==> config.mk <==
export PLATFORM = sky130hd
export DESIGN_NAME = jts16_ba0_arbiter
export DESIGN_NICKNAME = d
export VERILOG_FILES = /design/src/rtl/jts16_ba0_arbiter.sv
export SDC_FILE = /design/constraint.sdc
export NUM_CORES = 1
export LEC_CHECK = 0
export ABC_AREA = 0
export BUFFER_PORTS_ARGS = -buffer_cell sky130_fd_sc_hd__buf_2
export CORE_MARGIN = 2
export CORE_UTILIZATION = 40
export CTS_CLUSTER_DIAMETER = 120
export CTS_CLUSTER_SIZE = 16
export DETAILED_ROUTE_END_ITERATION = 8
export SLEW_MARGIN = 20
export SYNTH_ARGS = -nofsm -noshare
export SYNTH_HDL_FRONTEND = slang
export SYNTH_SLANG_ARGS = --single-unit
==> constraint.sdc <==
create_clock -name clk -period 20.5 [get_ports clk]
set_clock_uncertainty 0.05 [all_clocks]
set_input_delay 6.15 -clock clk [delete_from_list [all_inputs] [get_ports clk]]
set_output_delay 6.15 -clock clk [all_outputs]
set_load 0.02 [all_outputs]
==> src/rtl/jts16_ba0_arbiter.sv <==
// Bank-0 SDRAM scheduler: four requesters with one-word caches, round-robin over misses.
// Latency: cs to ok is 3 cycles plus controller ack/rdy delay on a miss; hits are combinational.
// Backpressure: a request holds address/data/rd/wr stable until sdram_ack, then waits for data_rdy.
module jts16_ba0_arbiter #(
    parameter int          AW0     = 15,
    parameter int          AW1     = 17,
    parameter int          AW2     = 14,
    parameter int          AW3     = 14,
    parameter logic [21:0] OFFSET0 = 22'h10_0000,
    parameter logic [21:0] OFFSET1 = 22'h0,
    parameter logic [21:0] OFFSET2 = 22'h10_0000,
    parameter logic [21:0] OFFSET3 = 22'h10_0000
) (
    input  logic           clk,
    input  logic           rst,

    input  logic [AW0-1:0] slot0_addr,
    input  logic           slot0_cs,
    input  logic           slot0_wen,
    input  logic [15:0]    slot0_din,
    input  logic [1:0]     slot0_wrmask,
    output logic           slot0_ok,
    output logic [15:0]    slot0_dout,

    input  logic [AW1-1:0] slot1_addr,
    input  logic           slot1_cs,
    output logic           slot1_ok,
    output logic [15:0]    slot1_dout,

    input  logic [AW2-1:0] slot2_addr,
    input  logic           slot2_cs,
    output logic           slot2_ok,
    output logic [15:0]    slot2_dout,

    input  logic [AW3-1:0] slot3_addr,
    input  logic           slot3_cs,
    output logic           slot3_ok,
    output logic [15:0]    slot3_dout,

    output logic [21:0]    sdram_addr,
    output logic           sdram_rd,
    output logic           sdram_wr,
    input  logic           sdram_ack,
    input  logic           data_rdy,
    input  logic [31:0]    data_read,
    output logic [15:0]    data_write,
    output logic [1:0]     sdram_wrmask
);

    function automatic int max2(input int a, input int b);
        return (a > b) ? a : b;
    endfunction

    // Common tag width: every slot address is zero-extended to this.
    localparam int AWM = max2(max2(AW0, AW1), max2(AW2, AW3));

    localparam logic [1:0] ST_IDLE     = 2'd0;
    localparam logic [1:0] ST_WAIT_ACK = 2'd1;
    localparam logic [1:0] ST_WAIT_RDY = 2'd2;

    // Normalised per-slot views
    logic [AWM-1:0] addr_x [4];
    logic [21:0]    offs   [4];
    logic [3:0]     cs_x;

    assign addr_x[0] = AWM'(slot0_addr);
    assign addr_x[1] = AWM'(slot1_addr);
    assign addr_x[2] = AWM'(slot2_addr);
    assign addr_x[3] = AWM'(slot3_addr);
    assign offs[0]   = OFFSET0;
    assign offs[1]   = OFFSET1;
    assign offs[2]   = OFFSET2;
    assign offs[3]   = OFFSET3;
    assign cs_x      = {slot3_cs, slot2_cs, slot1_cs, slot0_cs};

    // Only the low half of the SDRAM bus carries data for this bank.
    logic unused_data_hi;
    assign unused_data_hi = ^data_read[31:16];

    // State
    logic [1:0]     state_q,      state_d;
    logic [1:0]     rr_q,         rr_d;
    logic [1:0]     slot_q,       slot_d;
    logic           is_wr_q,      is_wr_d;
    logic [AWM-1:0] lat_addr_q,   lat_addr_d;
    logic [21:0]    sdram_addr_q, sdram_addr_d;
    logic           rd_q,         rd_d;
    logic           wr_q,         wr_d;
    logic [15:0]    dwrite_q,     dwrite_d;
    logic [1:0]     wrmask_q,     wrmask_d;
    logic [AWM-1:0] tag_q  [4];
    logic [AWM-1:0] tag_d  [4];
    logic [15:0]    data_q [4];
    logic [15:0]    data_d [4];
    logic [3:0]     valid_q,      valid_d;
    logic           wd_q,         wd_d;
    logic [AWM-1:0] wd_addr_q,    wd_addr_d;

    logic       wr_finish;
    logic [3:0] inv_now;
    logic [3:0] hit;
    logic [3:0] pend;
    logic       wd_eff;
    logic       any_pend;
    logic [1:0] pick_sel;
    logic [1:0] pick_idx;

    // A write completing this cycle invalidates every entry aliasing the written SDRAM word;
    // the invalidation also masks that entry's hit in the same cycle so no stale data escapes.
    assign wr_finish = (state_q == ST_WAIT_RDY) && data_rdy && is_wr_q;

    // Per-slot hit, invalidation and pending decode
    always_comb begin
        for (int n = 0; n < 4; n++) begin
            inv_now[n] = wr_finish && valid_q[n] &&
                         ((offs[n] + 22'(tag_q[n])) == sdram_addr_q);
            hit[n]     = cs_x[n] && valid_q[n] && (tag_q[n] == addr_x[n]) && !inv_now[n];
        end
        // A slot-0 write never hits the read cache.
        hit[0] = hit[0] && !slot0_wen;
        wd_eff = wd_q && slot0_cs && slot0_wen && (wd_addr_q == addr_x[0]);
        pend[0] = slot0_cs && (slot0_wen ? !wd_eff : !hit[0]);
        for (int n = 1; n < 4; n++) begin
            pend[n] = cs_x[n] && !hit[n];
        end
    end

    // Round-robin pick: first pending slot scanning from rr+1, rr itself last.
    always_comb begin
        any_pend = 1'b0;
        pick_sel = 2'd0;
        pick_idx = 2'd0;
        for (int i = 1; i <= 4; i++) begin
            pick_idx = rr_q + 2'(i);
            if (!any_pend && pend[pick_idx]) begin
                any_pend = 1'b1;
                pick_sel = pick_idx;
            end
        end
    end

    // Next-state logic for the scheduler FSM, cache and write-done flag
    always_comb begin
        state_d      = state_q;
        rr_d         = rr_q;
        slot_d       = slot_q;
        is_wr_d      = is_wr_q;
        lat_addr_d   = lat_addr_q;
        sdram_addr_d = sdram_addr_q;
        rd_d         = rd_q;
        wr_d         = wr_q;
        dwrite_d     = dwrite_q;
        wrmask_d     = wrmask_q;
        tag_d        = tag_q;
        data_d       = data_q;
        valid_d      = valid_q;
        wd_addr_d    = wd_addr_q;
        // The done flag survives only while the same write request is still presented.
        wd_d         = wd_eff;

        case (state_q)
            ST_IDLE: begin
                if (any_pend) begin
                    slot_d       = pick_sel;
                    is_wr_d      = (pick_sel == 2'd0) && slot0_wen;
                    lat_addr_d   = addr_x[pick_sel];
                    sdram_addr_d = offs[pick_sel] + 22'(addr_x[pick_sel]);
                    if ((pick_sel == 2'd0) && slot0_wen) begin
                        dwrite_d = slot0_din;
                        wrmask_d = slot0_wrmask;
                        rd_d     = 1'b0;
                        wr_d     = 1'b1;
                    end else begin
                        wrmask_d = 2'b11;
                        rd_d     = 1'b1;
                        wr_d     = 1'b0;
                    end
                    state_d = ST_WAIT_ACK;
                end
            end
            ST_WAIT_ACK: begin
                if (sdram_ack) begin
                    rd_d    = 1'b0;
                    wr_d    = 1'b0;
                    state_d = ST_WAIT_RDY;
                end
            end
            ST_WAIT_RDY: begin
                if (data_rdy) begin
                    if (is_wr_q) begin
                        wd_d      = 1'b1;
                        wd_addr_d = lat_addr_q;
                        valid_d   = valid_q & ~inv_now;
                    end else begin
                        // Fill under the latched tag even if the requester moved on.
                        tag_d[slot_q]   = lat_addr_q;
                        data_d[slot_q]  = data_read[15:0];
                        valid_d[slot_q] = 1'b1;
                    end
                    rr_d    = slot_q;
                    state_d = ST_IDLE;
                end
            end
            default: begin
                state_d = ST_IDLE;
                rd_d    = 1'b0;
                wr_d    = 1'b0;
            end
        endcase
    end

    // State registers with asynchronous reset
    always_ff @(posedge clk or posedge rst) begin
        if (rst) begin
            state_q      <= ST_IDLE;
            rr_q         <= 2'd0;
            slot_q       <= 2'd0;
            is_wr_q      <= 1'b0;
            lat_addr_q   <= '0;
            sdram_addr_q <= '0;
            rd_q         <= 1'b0;
            wr_q         <= 1'b0;
            dwrite_q     <= '0;
            wrmask_q     <= '0;
            valid_q      <= '0;
            wd_q         <= 1'b0;
            wd_addr_q    <= '0;
            for (int n = 0; n < 4; n++) begin
                tag_q[n]  <= '0;
                data_q[n] <= '0;
            end
        end else begin
            state_q      <= state_d;
            rr_q         <= rr_d;
            slot_q       <= slot_d;
            is_wr_q      <= is_wr_d;
            lat_addr_q   <= lat_addr_d;
            sdram_addr_q <= sdram_addr_d;
            rd_q         <= rd_d;
            wr_q         <= wr_d;
            dwrite_q     <= dwrite_d;
            wrmask_q     <= wrmask_d;
            valid_q      <= valid_d;
            wd_q         <= wd_d;
            wd_addr_q    <= wd_addr_d;
            for (int n = 0; n < 4; n++) begin
                tag_q[n]  <= tag_d[n];
                data_q[n] <= data_d[n];
            end
        end
    end

    assign slot0_ok     = hit[0] || wd_eff;
    assign slot1_ok     = hit[1];
    assign slot2_ok     = hit[2];
    assign slot3_ok     = hit[3];
    assign slot0_dout   = data_q[0];
    assign slot1_dout   = data_q[1];
    assign slot2_dout   = data_q[2];
    assign slot3_dout   = data_q[3];
    assign sdram_addr   = sdram_addr_q;
    assign sdram_rd     = rd_q;
    assign sdram_wr     = wr_q;
    assign data_write   = dwrite_q;
    assign sdram_wrmask = wrmask_q;

endmodule

### Word level (Yosys, flattened, before mapping)

Index checks and enable logic that the tools add are counted.

* bits in registers: 220
* input port bits: 119
* output and inout bits: 110
* logic and storage cells: 164

* add/subtract/negate cells: 7
* order comparisons: 9
* equality and inequality tests: 14
* mux-type cells: 47
* bitwise logic cells: 7
* reduce and logical (&&, ||, !) cells: 59

Operator list (number)
* bitwise mux 68 bit: 1
* adder 21 x 17 -> 22 bit, first input constant: 3
* == test 22 bit: 3
* bitwise mux 64 bit: 1
* two-way mux 17 bit: 3
* binary-select mux 22 bit (select 2 bit): 1
* two-way mux 22 bit: 2
* logical AND 1 bit: 36
* binary-select mux 17 bit (select 2 bit): 1
* demux 17 bit (select 2 bit): 1
* == test 17 x 14 -> 1 bit: 2
* == test 17 x 15 -> 1 bit: 2
* demux 16 bit (select 2 bit): 1
* adder 22 x 17 -> 22 bit: 1
* == test 17 x 22 -> 1 bit: 1
* two-way mux 1 bit: 18
* == test 17 bit: 1
* two-way mux 16 bit: 1
* two-way mux 2 bit: 8
* < comparator 2 x 3 -> 1 bit, second input constant: 5
* AND reduction 3 bit: 5
* zero test 1 bit: 13
* binary-select mux 1 bit (select 2 bit): 4
* greater-or-equal comparator 3 bit, second input constant: 2
* other kinds (19): 27

### Depth between registers and ports, before layout

Gate-level depths: netlist (run 1).

* depth in word-level cells: 28
* depth in mapped cells: 13
* mapped depth without buffers: 9

### Worst setup path before layout (run 1)

OpenSTA, ideal clock, no wires.

* kind: input to output
* start point: in data_rdy
* end point: out slot2_ok
* arrival: 7.557 ns
* data required time: 14.300 ns
* setup slack: 6.743 ns
* stages on the path: 6
* path buffers: 1
* path through: and4b_1 > buf_4 > nand2_1 > or4_1 > nor3_1 > and4b_1

* longest elaborated chain between the ends: 6

Ends and longest elaborated chain
* start, declared: line 44 `input logic data_rdy,`
* logical AND 1 bit (2 in series): line 110 `assign wr_finish = (state_q == ST_WAIT_RDY) && data_rdy && is_wr_q;`
* logical AND 1 bit (2 in series): line 115 `inv_now[n] = wr_finish && valid_q[n] &&`
* zero test 1 bit: line 117 `hit[n] = cs_x[n] && valid_q[n] && (tag_q[n] == addr_x[n]) && !inv_now[n];`
* logical AND 1 bit: line 117
* end, declared: line 32 `output logic slot2_ok,`

Every way passes these cells.

### Final worst setup path (run 1)

Same ends and word-level chain as after synthesis.

==> results of run 1 <==
[power groups by stage]
| stage | clock (W) | sequential, W | combinational [W] |
|---|---|---|---|
| 2_1_floorplan | 0 | 0.000772 | 0.000469 |
| 3_3_place_gp | 0 | 0.000743 | 0.000726 |
| 3_5_place_dp | 0 | 0.000752 | 0.000733 |
| 4_1_cts | 0.000347 | 0.000744 | 0.000736 |
| 5_1_grt | 0.000362 | 0.000774 | 0.000788 |
| 6_report | 0.000337 | 0.000745 | 0.000731 |
[layout by cell type (no fill, tap or decap), drive strengths merged, types with 5 or more instances in the layout]
cell | synthesis | routed
xor2 | 75 | 75
dfrtp | 199 | 199
nand2 | 90 | 90
clkinv | 0 | 6
nor2 | 11 | 11
mux2i | 29 | 29
inv | 12 | 19
buf | 28 | 213
xnor2 | 68 | 68
nand3 | 9 | 9
nor3 | 5 | 5
mux2 | 145 | 145
nand4 | 22 | 22
o221ai | 14 | 14
clkbuf | 24 | 18
a21oi | 7 | 7
o21ai | 11 | 11
nor4 | 23 | 23
[per-layer routing]
metal / vias to the layer above / share of wire (%)
li1: 3268 / -
met1: 3552 / 47
met2: 189 / 48
met3: 20 / 4.4
met4: 2 / 1.1
met5: - / 0.040
[final cells by class]
type / instances / area, sq um / area share (%)
clock buffer: 17 / 425.4 / 3.607
sequential: 199 / 4980 / 42.22
multi-input combinational: 567 / 4672 / 39.61
clock inverter: 15 / 161.4 / 1.369
antenna: 3 / 7.507 / 0.06365
inverter: 12 / 52.55 / 0.4456
timing repair buffer: 214 / 1090 / 9.240
tap: 324 / 405.4 / 3.437
[logic make-up after synthesis]
logic type / count (synthesis) / share of synthesized area [%]
flip-flops: 199 / 50.11
XOR/XNOR: 143 / 12.60
AND/OR/NAND/NOR: 197 / 10.74
multiplexers: 174 / 19.73
AO/OA/AOI/OAI: 49 / 3.727
other: 1 / 0.03773
buffers and inverters: 64 / 3.059
[worst max-delay path, delay by kind of cell]
family / cells / cell delay [ps]
buf+inv: 2 / 270
simple gates: 5 / 2370
[path summary, 6_finish.rpt]
kind                               start        endpoint  slack [ps]  cells after the start
setup reg to reg              state_q[1]  data_write[15]       15470                     10
max in group asynchronous            rst       tag_q[20]       13320                      3
hold / removal             wd_addr_q[16]   wd_addr_q[16]         430                      2
min in group asynchronous            rst   data_write[4]        5850                      2
hold reg to reg            wd_addr_q[16]   wd_addr_q[16]         430                      2
setup / recovery                data_rdy        slot2_ok        5490                      7
[through the flow]
step                area, sq um  total power, W  hold slack [ps]
floorplan                  9950        0.001241            394.7
finish                    11790        0.001812            434.1
global placement          11190        0.001469            410.8
CTS                       11780        0.001827            439.1
detailed placement        11190        0.001484            419.7
global route              11790        0.001924            460.9
[registers in the layout (all words and copies together) (netlist names), 2 cells and up]
signal        flops
wd_addr_q        17
rr_q              2
slot3_dout       16
slot_q            2
slot0_dout       16
sdram_wrmask      2
state_q           2
sdram_addr        2
slot1_dout       16
slot2_dout       16
data_write       16
tag_q            68
lat_addr_q       16
valid_q           4
==> impl_metrics.env, run 1 <==
export IMPL_antenna_left=0
export IMPL_place_ws_ps=5587
export IMPL_syn_area_per_cell_sq_um=12.02
export IMPL_grt_first_pass_wirelength_um=41900
export IMPL_grt_max_degree=125
export IMPL_syn_inst=827
export IMPL_combPwrFrac_pct=40.3
export IMPL_status="finished, final reports clean"
export IMPL_finalCritPeriodShare_pct=73.21
export IMPL_postCtsSetupRepairBufs=0
export IMPL_async_flop_share_pct=100.0
export IMPL_synth_distinct_cells=60
export IMPL_cp_start_kind="primary input"
export IMPL_vias_per_cell=5.204
export IMPL_final_util_pct=48.35
export IMPL_track_usage_pct=21.19
export IMPL_synth_largest_area_cell="dfrtp_1"
export IMPL_hold_buffers=0
export IMPL_core_area_sq_mm=0.02439
export IMPL_slowest_stage="and4b_1"
export IMPL_p_int_w=0.001057
export IMPL_ys_flop_type="dfrtp_1"
export IMPL_cp_max_fo=18
export IMPL_pin_count=229
export IMPL_ir_drop_mv=0.05556
export IMPL_fill_cells=2324
export IMPL_stdcell_count=1351
export IMPL_min_period_ps=15010
export IMPL_clk_path_buf_depth=2
export IMPL_arrival_ps=8810
export IMPL_powerDensity_mw_per_mm2=153.7
export IMPL_worst_slack_ps=5493
export IMPL_dr_pass1_iters=5
export IMPL_root_buffer="clkbuf_16"
export IMPL_antenna_found_initial=4
export IMPL_num_vias=7031
export IMPL_grt_pass1_vias=7083
export IMPL_final_hold_viol_count=0
export IMPL_synth_edf_count=0
export IMPL_clk_pin_slew_ps=80
export IMPL_cts_buffers=17
export IMPL_nNetsFinal=1130
export IMPL_clkSinkCount=199
export IMPL_use_met1_pct=29.63
export IMPL_routedWlPerCell_um=20.28
export IMPL_maxCapViolCount=0
export IMPL_crit_chain="buf_2 -> and4b_1 -> nand2_1 -> or4_1 -> nor3_1 -> and4b_1 -> buf_2"
export IMPL_routed_wl_um=27400
export IMPL_drc=0
export IMPL_dp_hpwl_um=20130
export IMPL_synth_most_common_cell="dfrtp_1"
export IMPL_synth_warnings=0
export IMPL_holdCritPathClass="reg -> reg"
export IMPL_die_x_um=161.6
export IMPL_setup_viol=0
export IMPL_ys_seq_area_share_pct=50.11
export IMPL_dpl_cell_count=1315
export IMPL_initial_core_util_pct=40.75
export IMPL_cts_resized=0
export IMPL_drv_slew=0
export IMPL_grt_util_met2_pct=34.46
export IMPL_drtIter0Drc=457
export IMPL_gr_max_usage_layer="met2"
export IMPL_p_seq_share_pct=41.1
export IMPL_clk_latency_ps=440
export IMPL_rows=57
export IMPL_rsz0062_at_grt="false"
export IMPL_worst_setup_path_end_kind="primary output"
export IMPL_max_stage_delay_ps=810
export IMPL_die_y_um=161.6
export IMPL_synth_common_cells="199 x dfrtp_1, 130 x mux2_2, 90 x nand2_1"
export IMPL_met3_usage_pct=4.058
export IMPL_power_clock_fraction_pct=18.6
export IMPL_fmax_ghz=0.06663
export IMPL_routabilityCongestion=0.8915
export IMPL_syn_area_sq_mm=0.009938
export IMPL_p_leak_nw=5.823
export IMPL_synth_top_cell_area_share_pct=50.11
export IMPL_finalSetupTns_ps=0
export IMPL_port_buffers=208
export IMPL_cts_tree="yes"
export IMPL_synth_seq_cells=199
export IMPL_grt_overflow_total=0
export IMPL_htree_levels=4
export IMPL_slew_headroom_pct=28.88
export IMPL_die_area_sq_mm=0.02612
export IMPL_area_growth_pct=18.67
export IMPL_drive_above_1_share_pct=38.87
export IMPL_p_sw_share_pct=41.67
export IMPL_worst_slew_pin_slew_ps=1066
export IMPL_power_switching_w=0.0007552
export IMPL_worst_ep_required_time_ps=14300
export IMPL_synthTopCellsByArea="dfrtp_1 50%, mux2_2 15%, xor2_1 6.6%, xnor2_1 6.0%, nand2_1 3.4%"
export IMPL_path_class="in -> out"
Power figures use the tool's default switching activity.
==> inputs of run 2 (changes only) <==
==> constraint.sdc (replaced) <==
create_clock -name clk -period 15.75 [get_ports clk]
set_clock_uncertainty 0.05 [all_clocks]
set_input_delay 4.725 -clock clk [delete_from_list [all_inputs] [get_ports clk]]
set_output_delay 4.725 -clock clk [all_outputs]
set_load 0.02 [all_outputs]
==> run 2 against run 1 <==
Against the previous run:
- global-route usage about the same
- critical endpoint unchanged
- wire length down 0.23%
- critical path depth stayed put
- sequential power is 31% higher
- final area rose by 0.33%
- via count increased by 0.60%
- largest power group unchanged
- worst setup slack got worse by 1800 ps
- total power grew 32%
==> impl_metrics.env, run 2 (same netlist as run 1, synthesis figures left out) <==
export IMPL_status="finished, final reports clean"
export IMPL_hold_depth=1
export IMPL_core_area_sq_mm=0.02439
export IMPL_reg2reg_depth=10
export IMPL_grt_pass1_vias=7032
export IMPL_drc=0
export IMPL_pin_count=229
export IMPL_htree_levels=4
export IMPL_stdcell_count=1348
export IMPL_largest_register="tag_q"
export IMPL_place_ws_ps=3766
export IMPL_worst_ep_required_time_ps=10980
export IMPL_p_leak_nw=5.843
export IMPL_clkSinkCount=199
export IMPL_die_x_um=161.6
export IMPL_r2r_end="data_write[15]"
export IMPL_fmax_ghz=0.08321
export IMPL_layout_cells_most_common_list="208 x buf_2, 199 x dfrtp_1, 130 x mux2_2"
export IMPL_finalCritPeriodShare_pct=76.30
export IMPL_dr_wl_met2_um=13030
export IMPL_dr_pass1_iters=5
export IMPL_worst_setup_path_end_kind="primary output"
export IMPL_routabilityCongestion=0.8709
export IMPL_hold_start="data_write[4]"
export IMPL_worst_slew_pin_slew_ps=1011
export IMPL_slew_headroom_pct=32.32
export IMPL_min_period_ps=12020
export IMPL_wl_met3_um=1498
export IMPL_root_buffer="clkbuf_16"
export IMPL_reg2reg_slack_ps=10420
export IMPL_ir_drop_mv=0.09194
export IMPL_die_area_sq_mm=0.02612
export IMPL_reg_largest_list="tag_q: 68 flops, wd_addr_q: 17 flops"
export IMPL_worst_slack_ps=3733
export IMPL_dp_hpwl_um=19980
export IMPL_track_usage_pct=21.17
export IMPL_cts_buffers=17
export IMPL_wl_met1_um=12480
export IMPL_antenna_found_initial=2
export IMPL_highest_layer="met5"
export IMPL_holdCritPathClass="reg -> reg"
export IMPL_hold_buffers=0
export IMPL_vias_per_cell=5.247
export IMPL_clk_latency_ps=440
export IMPL_fill_cells=2276
export IMPL_grt_max_degree=152
export IMPL_initial_core_util_pct=40.75
export IMPL_maxCapViolCount=0
export IMPL_grt_overflow_total=0
export IMPL_die_y_um=161.6
export IMPL_arrival_ps=7240
export IMPL_finalSetupTns_ps=0
export IMPL_rows=57
export IMPL_powerDensity_mw_per_mm2=201.4
export IMPL_antenna_left=0
export IMPL_hold_end="data_write[4]"
export IMPL_setup_viol=0
export IMPL_largest_register_ffs=68
export IMPL_nNetsFinal=1129
export IMPL_path_class="in -> out"
export IMPL_drv_slew=0
export IMPL_port_buffers=208
export IMPL_clk_pin_slew_ps=80
export IMPL_grt_first_pass_wirelength_um=41680
export IMPL_final_hold_viol_count=0
export IMPL_cts_resized=0
export IMPL_num_vias=7073
export IMPL_routedWlPerCell_um=20.28
export IMPL_rsz0062_at_grt="false"
export IMPL_area_growth_pct=19.06
export IMPL_routed_wl_um=27340
export IMPL_cp_max_fo=18
export IMPL_drive_above_1_share_pct=38.81
export IMPL_dpl_cell_count=1315
export IMPL_rr_startpoint="state_q[1]"
export IMPL_drtIter0Drc=455
export IMPL_cp_start_kind="primary input"
export IMPL_final_common_cell="buf_2"
export IMPL_postCtsSetupRepairBufs=0
export IMPL_cts_tree="yes"
export IMPL_clk_path_buf_depth=2
## run 2: cell count changes in the layout (fill, tap and decap cells not counted), sizes merged
cell,change
clkbuf,-1
clkinv,-1
diode,-2
clkinvlp,-2
inv,+3
## run 2: how the worst max path moves through the flow
stage | endpoint | slack [ps] | cells past startpoint | from
2_1_floorplan | slot2_ok | 4840 | 6 | data_rdy
3_3_place_gp | slot2_ok | 3750 | 7 | data_rdy
3_5_place_dp | slot2_ok | 3770 | 7 | data_rdy
4_1_cts | slot2_ok | 3740 | 7 | data_rdy
5_1_grt | slot2_ok | 3560 | 7 | data_rdy
6_report | slot2_ok | 3730 | 7 | data_rdy
## run 2: where the power goes
group	internal, W	leakage, nW	switching, W	total, W
clock	0.000223	0.306	0.000241	0.000464
combinational	0.000437	2.97	0.000508	0.000946
sequential	0.000724	2.57	0.000250	0.000974
## run 2: critical path: stages
cell and delay [ps]:
buf_2 110, and4b_1 770, nand2_1 360, or4_1 580, nor3_1 270, and4b_1 260, buf_2 160
## run 2: metal layers
layer / global-route usage [%] / up-vias
li1: - / 3264
met1: 29.75 / 3566
met2: 33.86 / 213
met3: 4.494 / 28
met4: 4.706 / 2
met5: 0 / -
## run 2: through the flow
step	area [sq um]	hold WS (ps)	util, %	total power, W
2_1_floorplan	9950	394.7	-	0.001615
3_3_place_gp	11190	411.6	45.87	0.001911
3_5_place_dp	11190	420.6	45.87	0.001929
4_1_cts	11820	439.6	48.45	0.002398
5_1_grt	11830	455.1	48.50	0.002525
6_report	11830	430.8	48.51	0.002383
## run 2: area by class of cell
cell class                      instances  area [sq um]  area share, %
Sequential cell                       199          4980          42.09
Clock buffer                           17         425.4          3.595
Tap cell                              324         405.4          3.426
Multi-Input combinational cell        567          4679          39.55
Antenna cell                            1         2.502        0.02115
Clock inverter                         15         203.9          1.724
Inverter                               12         57.56         0.4864
Timing Repair Buffer                  213          1079          9.115
